**src/rtl/issuer_pkg.sv**
```systemverilog
// Shared types and constants for the conditional instruction issuer.
// The issuer's optional cond-field rewrite is controlled by ISSUER_COND_STRIP_EN.
package issuer_pkg;

  typedef enum logic [3:0] {
    COND_EQ = 4'h0,
    COND_NE = 4'h1,
    COND_CS = 4'h2,
    COND_CC = 4'h3,
    COND_MI = 4'h4,
    COND_PL = 4'h5,
    COND_VS = 4'h6,
    COND_VC = 4'h7,
    COND_HI = 4'h8,
    COND_LS = 4'h9,
    COND_GE = 4'hA,
    COND_LT = 4'hB,
    COND_GT = 4'hC,
    COND_LE = 4'hD,
    COND_AL = 4'hE,
    COND_NV = 4'hF
  } condCode_e;

  typedef enum logic {
    IDLE = 1'b0,
    EVAL = 1'b1
  } issuerState_e;

  // Bit positions inside the 4-bit NZCV nibble taken from cpsr[31:28].
  localparam int NZCV_N = 3;
  localparam int NZCV_Z = 2;
  localparam int NZCV_C = 1;
  localparam int NZCV_V = 0;

  // ARM "MOV r0, r0", used as the architectural no-op.
  localparam logic [31:0] NOP_DEFAULT = 32'hE1A00000;

endpackage

```
**src/rtl/issuer_cond_eval.sv**
```systemverilog
// Combinational ARM condition-code decode: pass is high when cond holds for nzcv.
module cond_eval
  import issuer_pkg::*;
(
  input  logic [3:0] cond,
  input  logic [3:0] nzcv,
  output logic       pass
);

  logic n;
  logic z;
  logic c;
  logic v;

  assign n = nzcv[NZCV_N];
  assign z = nzcv[NZCV_Z];
  assign c = nzcv[NZCV_C];
  assign v = nzcv[NZCV_V];

  always_comb begin
    pass = 1'b0;
    case (condCode_e'(cond))
      COND_EQ: pass = z;
      COND_NE: pass = !z;
      COND_CS: pass = c;
      COND_CC: pass = !c;
      COND_MI: pass = n;
      COND_PL: pass = !n;
      COND_VS: pass = v;
      COND_VC: pass = !v;
      COND_HI: pass = c && !z;
      COND_LS: pass = !c || z;
      COND_GE: pass = (n == v);
      COND_LT: pass = (n != v);
      COND_GT: pass = !z && (n == v);
      COND_LE: pass = z || (n != v);
      COND_AL: pass = 1'b1;
      COND_NV: pass = 1'b0;
      default: pass = 1'b0;
    endcase
  end

endmodule

```
**src/rtl/issuer.sv**
```systemverilog
// Two-phase conditional instruction issuer: replaces condition-failed words with NOP_WORD.
// Define ISSUER_COND_STRIP_EN to rewrite the cond field of passed words to AL.
module issuer
  import issuer_pkg::*;
#(
  parameter logic [31:0] NOP_WORD = NOP_DEFAULT
) (
  input  logic        clk,
  input  logic        rst,
  input  logic        readyIn,
  input  logic [31:0] dataIn,
  input  logic        triggerIn,
  input  logic [31:0] cpsr,
  output logic        readyOut,
  output logic [31:0] dataOut,
  output logic        triggerOut
);

  // Handshake: triggerIn/triggerOut are two-phase (each toggle is one event);
  // a request is taken only in IDLE with readyIn high, and exactly one
  // triggerOut toggle answers it one cycle later with dataOut already valid.

  issuerState_e state;
  issuerState_e stateNext;

  logic        trigSeen;
  logic [31:0] capWord;
  logic [3:0]  capNzcv;
  logic        pending;
  logic        capture;
  logic        issue;
  logic        pass;
  logic [31:0] passWord;
  logic [31:0] issueWord;
  logic [27:0] unusedCpsr;

  assign unusedCpsr = cpsr[27:0];
  assign pending    = (triggerIn != trigSeen);

  cond_eval u_condEval (
    .cond (capWord[31:28]),
    .nzcv (capNzcv),
    .pass (pass)
  );

`ifdef ISSUER_COND_STRIP_EN
  assign passWord = {COND_AL, capWord[27:0]};
`else
  assign passWord = capWord;
`endif

  assign issueWord = pass ? passWord : NOP_WORD;

  always_comb begin
    stateNext = state;
    readyOut  = 1'b0;
    capture   = 1'b0;
    issue     = 1'b0;
    case (state)
      IDLE: begin
        readyOut = 1'b1;
        if (pending && readyIn) begin
          capture   = 1'b1;
          stateNext = EVAL;
        end
      end
      EVAL: begin
        issue     = 1'b1;
        stateNext = IDLE;
      end
      default: stateNext = IDLE;
    endcase
  end

  always_ff @(posedge clk) begin
    if (rst) begin
      state      <= IDLE;
      trigSeen   <= 1'b0;
      capWord    <= '0;
      capNzcv    <= '0;
      dataOut    <= '0;
      triggerOut <= 1'b0;
    end else begin
      state <= stateNext;
      if (capture) begin
        capWord  <= dataIn;
        capNzcv  <= cpsr[31:28];
        trigSeen <= triggerIn;
      end
      if (issue) begin
        dataOut    <= issueWord;
        triggerOut <= ~triggerOut;
      end
    end
  end

endmodule

```
**config.mk**
```make
export PLATFORM = sky130hd
export DESIGN_NAME = issuer
export DESIGN_NICKNAME = d
export VERILOG_FILES = /design/src/rtl/issuer_pkg.sv /design/src/rtl/issuer_cond_eval.sv /design/src/rtl/issuer.sv
export SDC_FILE = /design/constraint.sdc
export NUM_CORES = 1
export LEC_CHECK = 0
export ABC_AREA = 1
export BUFFER_PORTS_ARGS = -buffer_cell sky130_fd_sc_hd__buf_2
export CAP_MARGIN = 10
export CORE_UTILIZATION = 45
export CTS_BUF_LIST = sky130_fd_sc_hd__clkbuf_16
export DETAILED_ROUTE_END_ITERATION = 16
export PLACE_DENSITY = 0.73
export SLEW_MARGIN = 15
export SYNTH_ARGS = -nofsm -noshare
export SYNTH_HDL_FRONTEND = slang
export SYNTH_SLANG_ARGS = --single-unit
```
**constraint.sdc**
```tcl
create_clock -name clk -period 2.8 [get_ports clk]
set_input_delay 0.56 -clock clk [delete_from_list [all_inputs] [get_ports clk]]
set_output_delay 0.56 -clock clk [all_outputs]
set_load 0.01 [all_outputs]
```
==> flow_summary.ini <==
[clocking]
root_buffer = clkbuf_16
htreeDepth = 3
cts_made_buffers = 9
worstSkewPairLatency_ns = 0.33
hold_buffers = 0
post_cts_buffers = 0
path_clk_slew_ns = 0.06
clockBufferDepth = 2
cts_resized = 0
cts.sinks = 71
tritoncts = done

[setup_path]
crit_type = reg2reg
critPathCaptureType = register
regToRegEndpoint = dataOut[30]$_SDFFE_PP0P_
worstPathRequired_ns = 3.02
setup.worst_path.start_class = register
crit_fanout = 27
crit_path_start = capWord[28]$_SDFFE_PP0P_
cp_data_arrival_time_ns = 2.08
r2r_setup_slack_ns = 0.94
reg2reg_depth = 11
r2r-start = capWord[28]$_SDFFE_PP0P_

[sta]
setup_viol = 0
relSlewSlack_pct = 57.4
maxSlewViolCount = 0
max_freq_mhz = 537
fin_setup_tns_ns = 0
rsz0062_at_grt = false
period_share_pct = 66.5
fin_skew_ns = 0.00707
worstMarginPinSlew_ns = 0.637
hold_viol = 0
fin_crit_ns = 1.86

[place]
hpwl_um = 3980
gp_congestion = 0.834
dpl_cell_area_um2 = 3350
numPortBuffers = 73

[route]
drtIter0Drc = 72
ant_nets = 0
firstDrtPassIters = 6
viasPerCell = 4.85
routed_wl_um = 6640
vias = 2751
drc = 0
wl_per_cell_um = 11.7

[hold_path]
hp-start = dataOut[2]$_SDFFE_PP0P_
hold_path.class = reg2reg
worstHoldPathCells = 2
holdPathEnd = dataOut[2]$_SDFFE_PP0P_

[logic_synthesis]
ys_seq_area_share_pct = 47.9
syn_inst = 422
synth_edf_count = 0
synth_seq_cells = 71
yosys.cell_types.count = 20
avgSynthCellArea_um2 = 7.03
synth_warnings = 0
yosys.area.top_type_share_pct = 47.9
synth_common_cells = 136 x nand2_1, 71 x dfxtp_1, 53 x a21oi_1
yosysMostFrequentCell = nand2_1
synthFlopType = dfxtp_1
syn_area_um2 = 2970
synth_top_area_cell = dfxtp_1
synth_fp_nets = 490
synth_area_leaders = dfxtp_1 48%, nand2_1 17%, a21oi_1 8.9%, inv_1 5.8%, nand3_1 4.2%
ys_async_sr_fraction_pct = 0

[global_routing]
track_usage_pct = 20.6
grt_pass1_wl_um = 11400
grt_pass1_vias = 2600
overflow = 0
antenna_found_initial = 0
grt_max_degree = 72

[die]
die_h_um = 83.2
initial_core_util_pct = 46.7
die_area_um2 = 6920
core_area_um2 = 6350
pin_count = 102
die_w_um = 83.2
row_count = 29

[power_and_ir_drop]
power_frac_seq_pct = 40.3
power.internal_w = 0.00203
power_leakage_nw = 1.82
p_clk_share_pct = 47.3
ir_drop_v = 0.000388
sw_frac_of_total_pct = 25.0
switchingPower_w = 0.000678
p_per_area_nw_per_um2 = 735
power_frac_comb_pct = 12.4

[run_status]
status = finished, final reports clean

[finish]
fin_area_um2 = 3690
antenna_cells = 0
synthToLayoutAreaGrowth_pct = 24.2
fin_nets = 553
drive_gt1_share_pct = 21.0

[run]
maxCapViolations = 0
cell families after synthesis:
logic type      share of synthesized area [%]
flops                                    47.9
buf+inv                                  10.7
compound gates                           13.2
simple gates                             27.6
xor+xnor                                0.590
metal layers:
layer | part of all wire, % | wire, um | vias to the layer above | GRT usage [%]
met2 | 46 | 3080 | 55 | 34.2
met5 | 0 | 0 | - | 0
met4 | 1.7 | 114 | 0 | 9.72
met3 | 4.4 | 294 | 9 | 4.87
li1 | - | - | 1448 | -
met1 | 47 | 3150 | 1239 | 25.2
cells in the final DEF, fill, tap and decap left out:
| cell | count |
|---|---|
| a211oi_1 | 11 |
| a21oi_1 | 53 |
| buf_12 | 1 |
| buf_2 | 73 |
| buf_4 | 4 |
| bufinv_16 | 3 |
| clkbuf_16 | 9 |
| clkinv_2 | 2 |
| clkinv_4 | 1 |
| dfxtp_1 | 71 |
| inv_1 | 47 |
| inv_2 | 4 |
| nand2_1 | 136 |
| nand2_2 | 1 |
| nand2_4 | 1 |
| nand3_1 | 25 |
| nand3_2 | 4 |
| nor2_1 | 32 |
| nor3_1 | 1 |
| o21ai_0 | 8 |
| o21ai_1 | 1 |
| xnor2_1 | 1 |
| xor2_1 | 1 |
power groups by stage:
stage               Sequential [W]  Combinational (W)  Clock [W]
CTS                        0.00109           0.000339    0.00131
floorplan                  0.00111           0.000251          0
global route               0.00110           0.000381    0.00135
finish                     0.00109           0.000336    0.00128
global placement           0.00111           0.000331          0
detailed placement         0.00111           0.000335          0
critical path: stages (launching register included):
cell	delay (ns)
dfxtp_1	0.46
nand2_1	0.12
nand2_1	0.09
nand2_1	0.06
inv_1	0.05
o21ai_0	0.07
o21ai_1	0.09
inv_1	0.08
nand2_4	0.27
nand2_1	0.20
o21ai_0	0.21
inv_1	0.05
stage by stage:
| step | instances | hold WS (ns) | setup slack (ns) | utilization [%] | total power (W) |
|---|---|---|---|---|---|
| 4_1_cts | 567 | 0.462 | 0.895 | 58.1 | 0.00274 |
| 3_5_place_dp | 551 | 0.454 | 0.958 | 52.7 | 0.00145 |
| 3_3_place_gp | 551 | 0.448 | 1.00 | 52.7 | 0.00144 |
| 6_report | 567 | 0.461 | 0.939 | 58.1 | 0.00271 |
| 2_1_floorplan | 422 | 0.439 | 1.39 | - | 0.00136 |
| 5_1_grt | 567 | 0.476 | 0.672 | 58.1 | 0.00283 |
state kept, by name (all words and copies together), names as in the netlist:
name,flops
capNzcv,4
dataOut,32
triggerOut,1
state,1
capWord,32
trigSeen,1
area by class of cell:
type	instances	area, um^2
clock buffers	9	225
clock inverters	7	113
fillers	597	2660
inverters	50	188
multi-input cells	275	1230
flip-flops and latches	71	1420
well taps	77	96.3
repair buffers	78	415
worst max path at each step:
stage,cells past startpoint,endpoint
after floorplan,6,capWord[10]$_SDFFE_PP0P_
after global placement,11,dataOut[31]$_SDFFE_PP0P_
after detailed placement,11,dataOut[24]$_SDFFE_PP0P_
after CTS,11,dataOut[30]$_SDFFE_PP0P_
after global routing,11,dataOut[23]$_SDFFE_PP0P_
final,11,dataOut[30]$_SDFFE_PP0P_
Note: power is estimated with default switching activity, not from simulation.
